## src/rtl/pipelined_add_sub_pkg.sv

```systemverilog
// Shared types and elaboration helpers for the pipelined adder/subtractor.
// Chunk width and configuration legality are derived from WIDTH and STAGES.
package pipelined_add_sub_pkg;

    localparam int DEF_WIDTH  = 32;
    localparam int DEF_STAGES = 4;
    localparam int DEF_TAG_W  = 4;

    typedef struct packed {
        logic cout;
        logic ovf;
        logic zero;
    } flags_t;

    function automatic int chunk_w(int width, int stages);
        return width / stages;
    endfunction

    function automatic bit cfg_ok(int width, int stages);
        return (stages >= 1) && (stages <= width) && (width % stages == 0);
    endfunction

    localparam int DEF_CW = chunk_w(DEF_WIDTH, DEF_STAGES);

endpackage

```

## src/rtl/pipelined_add_sub_if.sv

```systemverilog
// Operand and result channels of the pipelined adder/subtractor.
// The slave side is the arithmetic block, the master side its environment.
interface pipelined_add_sub_if #(
    parameter int WIDTH = 32,
    parameter int TAG_W = 4
) ();

    logic             InValid;
    logic             InReady;
    logic [WIDTH-1:0] A;
    logic [WIDTH-1:0] B;
    logic             Cin;
    logic             Sub;
    logic [TAG_W-1:0] InTag;

    logic             OutValid;
    logic             OutReady;
    logic [WIDTH-1:0] Sum;
    logic             Cout;
    logic             Overflow;
    logic             Zero;
    logic [TAG_W-1:0] OutTag;

    modport slave (
        input  InValid, A, B, Cin, Sub, InTag, OutReady,
        output InReady, OutValid, Sum, Cout, Overflow, Zero, OutTag
    );

    modport master (
        output InValid, A, B, Cin, Sub, InTag, OutReady,
        input  InReady, OutValid, Sum, Cout, Overflow, Zero, OutTag
    );

endinterface

```

## src/rtl/pipelined_add_sub_chunk_adder.sv

```systemverilog
// Combinational CW-bit ripple adder made of full-adder cells.
// Also exposes the carry into its MSB so the top chunk can flag overflow.
module pipelined_add_sub_chunk_adder #(
    parameter int CW = 8
) (
    input  logic [CW-1:0] a_i,
    input  logic [CW-1:0] b_i,
    input  logic          c_i,
    output logic [CW-1:0] s_o,
    output logic          co_o,
    output logic          cm_o
);

    logic [CW:0] c;

    assign c[0] = c_i;

    for (genvar i = 0; i < CW; i++) begin : g_fa
        logic p;
        assign p        = a_i[i] ^ b_i[i];
        assign s_o[i]   = p ^ c[i];
        assign c[i+1]   = (a_i[i] & b_i[i]) | (c[i] & p);
    end

    assign co_o = c[CW];
    assign cm_o = c[CW-1];

endmodule

```

## src/rtl/pipelined_add_sub.sv

```systemverilog
// Pipelined add/subtract: one CW-bit chunk per stage, carry registered
// between stages, operands skewed in and result chunks deskewed out.
module pipelined_add_sub
    import pipelined_add_sub_pkg::*;
#(
    parameter int WIDTH  = DEF_WIDTH,
    parameter int STAGES = DEF_STAGES,
    parameter int TAG_W  = DEF_TAG_W
) (
    input  logic               Clk,
    input  logic               Rst_n,
    pipelined_add_sub_if.slave io
);

    localparam int CW = chunk_w(WIDTH, STAGES);

    if (!cfg_ok(WIDTH, STAGES)) begin : g_bad_cfg
        $error("pipelined_add_sub: WIDTH must be a multiple of STAGES");
    end

    logic [WIDTH-1:0] st_a [STAGES];
    logic [WIDTH-1:0] st_b [STAGES];
    logic [WIDTH-1:0] st_s [STAGES];
    logic             st_c [STAGES];
    logic             st_v [STAGES];
    logic [TAG_W-1:0] st_t [STAGES];
    logic             adv  [STAGES];
    flags_t           flg_q;

    for (genvar k = 0; k < STAGES; k++) begin : g_stage
        logic [WIDTH-1:0] a_in;
        logic [WIDTH-1:0] b_in;
        logic [WIDTH-1:0] s_in;
        logic [WIDTH-1:0] s_d;
        logic             c_in;
        logic             v_in;
        logic [TAG_W-1:0] t_in;
        logic [CW-1:0]    sc;
        logic             co;
        logic             cm;
        logic             ld;
        logic             v_q;
        logic [WIDTH-1:0] s_q;
        logic [TAG_W-1:0] t_q;

        // B is inverted once on entry so later stages only ever add
        if (k == 0) begin : g_head
            assign a_in = io.A;
            assign b_in = io.B ^ {WIDTH{io.Sub}};
            assign s_in = '0;
            assign c_in = io.Cin ^ io.Sub;
            assign v_in = io.InValid;
            assign t_in = io.InTag;
        end else begin : g_body
            assign a_in = st_a[k-1];
            assign b_in = st_b[k-1];
            assign s_in = st_s[k-1];
            assign c_in = st_c[k-1];
            assign v_in = st_v[k-1];
            assign t_in = st_t[k-1];
        end

        pipelined_add_sub_chunk_adder #(
            .CW (CW)
        ) u_add (
            .a_i  (a_in[k*CW +: CW]),
            .b_i  (b_in[k*CW +: CW]),
            .c_i  (c_in),
            .s_o  (sc),
            .co_o (co),
            .cm_o (cm)
        );

        always_comb begin
            s_d              = s_in;
            s_d[k*CW +: CW]  = sc;
        end

        assign ld = adv[k] & v_in;

        always_ff @(posedge Clk or negedge Rst_n) begin
            if (!Rst_n) begin
                v_q <= 1'b0;
                s_q <= '0;
                t_q <= '0;
            end else begin
                if (adv[k]) begin
                    v_q <= v_in;
                end
                if (ld) begin
                    s_q <= s_d;
                    t_q <= t_in;
                end
            end
        end

        assign st_v[k] = v_q;
        assign st_s[k] = s_q;
        assign st_t[k] = t_q;

        if (k < STAGES - 1) begin : g_skew
            logic [WIDTH-1:0] a_q;
            logic [WIDTH-1:0] b_q;
            logic             c_q;

            always_ff @(posedge Clk or negedge Rst_n) begin
                if (!Rst_n) begin
                    a_q <= '0;
                    b_q <= '0;
                    c_q <= 1'b0;
                end else if (ld) begin
                    a_q <= a_in;
                    b_q <= b_in;
                    c_q <= co;
                end
            end

            assign st_a[k] = a_q;
            assign st_b[k] = b_q;
            assign st_c[k] = c_q;
            assign adv[k]  = !v_q || adv[k+1];
        end else begin : g_tail
            always_ff @(posedge Clk or negedge Rst_n) begin
                if (!Rst_n) begin
                    flg_q <= '0;
                end else if (ld) begin
                    flg_q.cout <= co;
                    flg_q.ovf  <= co ^ cm;
                    flg_q.zero <= (s_d == '0);
                end
            end

            assign st_a[k] = '0;
            assign st_b[k] = '0;
            assign st_c[k] = 1'b0;
            assign adv[k]  = !v_q || io.OutReady;
        end
    end

    assign io.InReady  = adv[0];
    assign io.OutValid = st_v[STAGES-1];
    assign io.Sum      = st_s[STAGES-1];
    assign io.OutTag   = st_t[STAGES-1];
    assign io.Cout     = flg_q.cout;
    assign io.Overflow = flg_q.ovf;
    assign io.Zero     = flg_q.zero;

endmodule

```

## src/flat_wrapper.sv

```systemverilog
// flat-port wrapper written by rule: the top's interface ports become plain ports
module pipelined_add_sub_flat import pipelined_add_sub_pkg::*;
#(
    parameter int WIDTH  = DEF_WIDTH,
    parameter int STAGES = DEF_STAGES,
    parameter int TAG_W  = DEF_TAG_W
)
  (Clk, Rst_n, io_InValid, io_A, io_B, io_Cin, io_Sub, io_InTag, io_OutReady, io_InReady, io_OutValid, io_Sum, io_Cout, io_Overflow, io_Zero, io_OutTag);
  pipelined_add_sub_if #(.WIDTH(WIDTH), .TAG_W(TAG_W)) io_i ();
  input  logic Clk;
  input  logic Rst_n;
  input wire logic [$bits(io_i.InValid)-1:0] io_InValid;
  input wire logic [$bits(io_i.A)-1:0] io_A;
  input wire logic [$bits(io_i.B)-1:0] io_B;
  input wire logic [$bits(io_i.Cin)-1:0] io_Cin;
  input wire logic [$bits(io_i.Sub)-1:0] io_Sub;
  input wire logic [$bits(io_i.InTag)-1:0] io_InTag;
  input wire logic [$bits(io_i.OutReady)-1:0] io_OutReady;
  output wire logic [$bits(io_i.InReady)-1:0] io_InReady;
  output wire logic [$bits(io_i.OutValid)-1:0] io_OutValid;
  output wire logic [$bits(io_i.Sum)-1:0] io_Sum;
  output wire logic [$bits(io_i.Cout)-1:0] io_Cout;
  output wire logic [$bits(io_i.Overflow)-1:0] io_Overflow;
  output wire logic [$bits(io_i.Zero)-1:0] io_Zero;
  output wire logic [$bits(io_i.OutTag)-1:0] io_OutTag;
  assign io_i.InValid = io_InValid;
  assign io_i.A = io_A;
  assign io_i.B = io_B;
  assign io_i.Cin = io_Cin;
  assign io_i.Sub = io_Sub;
  assign io_i.InTag = io_InTag;
  assign io_i.OutReady = io_OutReady;
  assign io_InReady = io_i.InReady;
  assign io_OutValid = io_i.OutValid;
  assign io_Sum = io_i.Sum;
  assign io_Cout = io_i.Cout;
  assign io_Overflow = io_i.Overflow;
  assign io_Zero = io_i.Zero;
  assign io_OutTag = io_i.OutTag;
  pipelined_add_sub #(.WIDTH(WIDTH), .STAGES(STAGES), .TAG_W(TAG_W)) u_core (.Clk(Clk), .Rst_n(Rst_n), .io(io_i));
endmodule
```

## config.mk

```make
export PLATFORM = sky130hd
export DESIGN_NAME = pipelined_add_sub_flat
export DESIGN_NICKNAME = d
export VERILOG_FILES = /design/src/rtl/pipelined_add_sub_pkg.sv /design/src/rtl/pipelined_add_sub_if.sv /design/src/rtl/pipelined_add_sub_chunk_adder.sv /design/src/rtl/pipelined_add_sub.sv /design/src/flat_wrapper.sv
export SDC_FILE = /design/constraint.sdc
export NUM_CORES = 1
export LEC_CHECK = 0
export CORE_ASPECT_RATIO = 1.75
export CORE_MARGIN = 2
export CORE_UTILIZATION = 55
export DETAILED_ROUTE_END_ITERATION = 12
export PLACE_DENSITY = 0.8
export SYNTH_ARGS = -nofsm -noshare
export SYNTH_HDL_FRONTEND = slang
export SYNTH_SLANG_ARGS = --single-unit
export TNS_END_PERCENT = 10
```

## constraint.sdc

```tcl
create_clock -name Clk -period 4.8 [get_ports Clk]
set_input_delay 0.72 -clock Clk [delete_from_list [all_inputs] [get_ports Clk]]
set_output_delay 0.72 -clock Clk [all_outputs]
set_load 0.02 [all_outputs]
```

==> qor.txt <==
outcome: completed
Core Box Area: 15500 sq um
vias in the first global route: 5269
Non-Filler Cell Area, Final: 10600 sq um
Yosys warning total: 0
Tmin final: 4530 ps
Cells after Synth: 559
GPL Wtd Cong: 0.810
Num CTS Buffers: 19
Max VDD drop: 0.326 mV
antenna-violating nets left: 0
period utilization: 94.4%
Setup crit end kind: register
die area: 16900 sq um
worst-path maximum fanout: 2
RSZ-0062 raised after global routing: no
CP required: 5190 ps
setup TNS: 0 ps
CTS root buffer: clkbuf_16
sequential area share after synthesis: 58.1%
I/O Buffers: 114
routed len/inst: 18.9 um
Total Wirelength: 16.6 mm
CP Class: reg2reg
Final setup viols: 0
pre-CTS setup slack: 172 ps
Ports: 115
drt initial violations: 139
Final Worst Setup Slack: 269 ps
total gr overflow: 0
share of post-route cells with drive strength above 1: 32.8%
worst hold path class: in2async
CTS tree: done
skew final: 11.3 ps
multi-input logic area: 3320 sq um
# rows: 60
placed cell area: 9960 sq um
endpoints failing hold: 0
Chip Height: 170 um
drt pass-1 iters: 4
Clock Sink Count: 202
fillers: 1114
post-cts resize count: 0
first-pass GRT wire length: 26.7 mm
CTS Hold Bufs: 0
max-cap violation count: 0
FF/Latch Area: 5050 sq um
crit path DAT: 4930 ps
total chip power: 0.00639 W
Syn Nets: 665
pwr dens: 601 nW/um^2
crit path launch type: register
Via-to-Cell Ratio: 5.42
All-Layer GR Usage: 20.2%
CTS Buffer Depth: 3
Slew Limit Fails: 0
Die Width: 99.1 um
Clk pin slew, worst setup/hold paths: 70 ps
worst slew pin tran: 1130 ps
Area Overhead vs Synth: 22.2%
#FFs+latches synth: 202
antenna violations before repair: 2
largest net degree at the start of global routing: 113
Skew-Pair Late Insertion Delay: 490 ps
Remaining DRCs: 0
synthesized area per cell: 15.6 sq um
Fmax: 221 MHz
worst relative slew slack: 24.2%
Post-CTS Repair Setup Buffers: 0
final core utilization: 68.7%
Post-DP HPWL: 11.5 mm
DR vias: 4762
Nets: 783
leakage dissipation: 4.60 nW
H-tree depth: 1
post-synthesis cell area: 8700 sq um
Starting Density: 56.3%
Yosys cell types: 27
[final cells by class]
| cell class | count | share of cell area [%] |
|---|---|---|
| antenna | 2 | 0.0471 |
| clock buffer | 24 | 5.03 |
| clock inverter | 10 | 1.27 |
| inverter | 40 | 1.41 |
| multi-input combinational | 294 | 31.2 |
| sequential | 202 | 47.6 |
| tap | 186 | 2.19 |
| timing repair buffer | 120 | 11.3 |
[synthesized netlist by cell type]
cell,count,area [sq um]
mux2i_1,12,120
nand4_1,2,12.5
buf_6,5,56.3
o21ai_4,1,16.3
buf_2,7,35.0
o21ai_0,11,55.1
o31ai_1,1,7.51
a21oi_1,1,5.00
buf_4,9,67.6
dfrtp_1,202,5050
nand2b_1,3,18.8
inv_1,40,150
a31oi_1,1,6.26
nor4_1,6,37.5
or2_2,1,6.26
nor4b_1,2,17.5
nand2_1,3,11.3
nor2b_1,1,6.26
mux2_2,179,2020
buf_8,1,15.0
fa_1,32,641
xnor2_1,7,61.3
nand4b_4,1,23.8
xor2_1,27,236
nand3b_1,1,7.51
clkbuf_1,1,3.75
nand2_2,2,12.5
[placed cells by master (no fill, tap or decap), types with 5 or more instances in the layout]
| cell type | instances |
|---|---|
| dfrtp_1 | 202 |
| mux2_2 | 179 |
| clkdlybuf4s50_1 | 112 |
| inv_1 | 40 |
| fa_1 | 32 |
| xor2_1 | 27 |
| clkbuf_16 | 19 |
| mux2i_1 | 12 |
| o21ai_0 | 11 |
| xnor2_1 | 7 |
| nor4_1 | 6 |
| clkbuf_8 | 5 |
| buf_4 | 5 |
[flip-flops by register name, indices dropped and copies added (netlist names)]
| signal | flops |
|---|---|
| u_core.g_stage.v_q | 3 |
| u_core.io.OutValid | 1 |
| u_core.g_stage.t_q | 12 |
| u_core.io.Overflow | 1 |
| u_core.g_stage.g_skew.a_q | 48 |
| u_core.g_stage.g_skew.b_q | 48 |
| u_core.io.Sum | 32 |
| u_core.io.OutTag | 4 |
| u_core.io.Cout | 1 |
| u_core.g_stage.s_q | 48 |
| u_core.io.Zero | 1 |
| u_core.g_stage.g_skew.c_q | 3 |
[worst max-delay path: stages (launching register included)]
cell     delay, ps
dfrtp_1        410
fa_1           460
fa_1           460
fa_1           460
fa_1           420
inv_1           90
fa_1           170
inv_1           60
fa_1           450
fa_1           500
inv_1          110
fa_1           190
nor4b_1        280
nand4_1        140
o31ai_1        240
[worst paths after layout]
path                                                  start  cells after the start                          endpoint  slack (ps)
min                                                   Rst_n                      1         u_core.g_stage[2].s_q[12]         350
min reg2reg                u_core.g_stage[1].g_skew.a_q[27]                      1  u_core.g_stage[2].g_skew.a_q[27]         500
min in group Clk           u_core.g_stage[1].g_skew.a_q[27]                      1  u_core.g_stage[2].g_skew.a_q[27]         500
max                            u_core.g_stage[2].g_skew.c_q                     14                    u_core.io.Zero         270
max reg2reg                    u_core.g_stage[2].g_skew.c_q                     14                    u_core.io.Zero         270
max in group asynchronous                             Rst_n                      2  u_core.g_stage[0].g_skew.b_q[23]        3460
[per-layer routing]
layer  GRT usage (%)  vias up  wire (um)
met3            2.59       40        617
met2            38.0      101       9430
met1            22.8     2494       5970
met4            8.16        0        582
met5               0        -          0
li1                -     2127          -
[power by group]
| part | switching, W | total, W | leakage [nW] | internal, W |
|---|---|---|---|---|
| Combinational | 0.000911 | 0.00204 | 1.92 | 0.00113 |
| Sequential | 0.000413 | 0.00275 | 2.36 | 0.00234 |
| Clock | 0.000643 | 0.00160 | 0.331 | 0.000956 |
[kinds of logic (layout without fill, tap and decap cells)]
logic type / count (synthesis) / count (layout) / synth area share [%]
flops: 202 / 202 / 58.1
compound gates: 15 / 15 / 1.04
mux: 191 / 191 / 24.5
xor+xnor: 34 / 34 / 3.42
simple gates: 22 / 22 / 1.77
other cells: 0 / 2 / 0
fa+ha+maj: 32 / 32 / 7.36
buf+inv: 63 / 194 / 3.77
[stage by stage]
| stage | std cells | hold slack, ps |
|---|---|---|
| after floorplan | 559 | 424 |
| after global placement | 842 | 482 |
| after detailed placement | 842 | 491 |
| after CTS | 876 | 406 |
| after global routing | 878 | 426 |
| final | 878 | 353 |
Note: power is estimated with default switching activity, not from simulation.
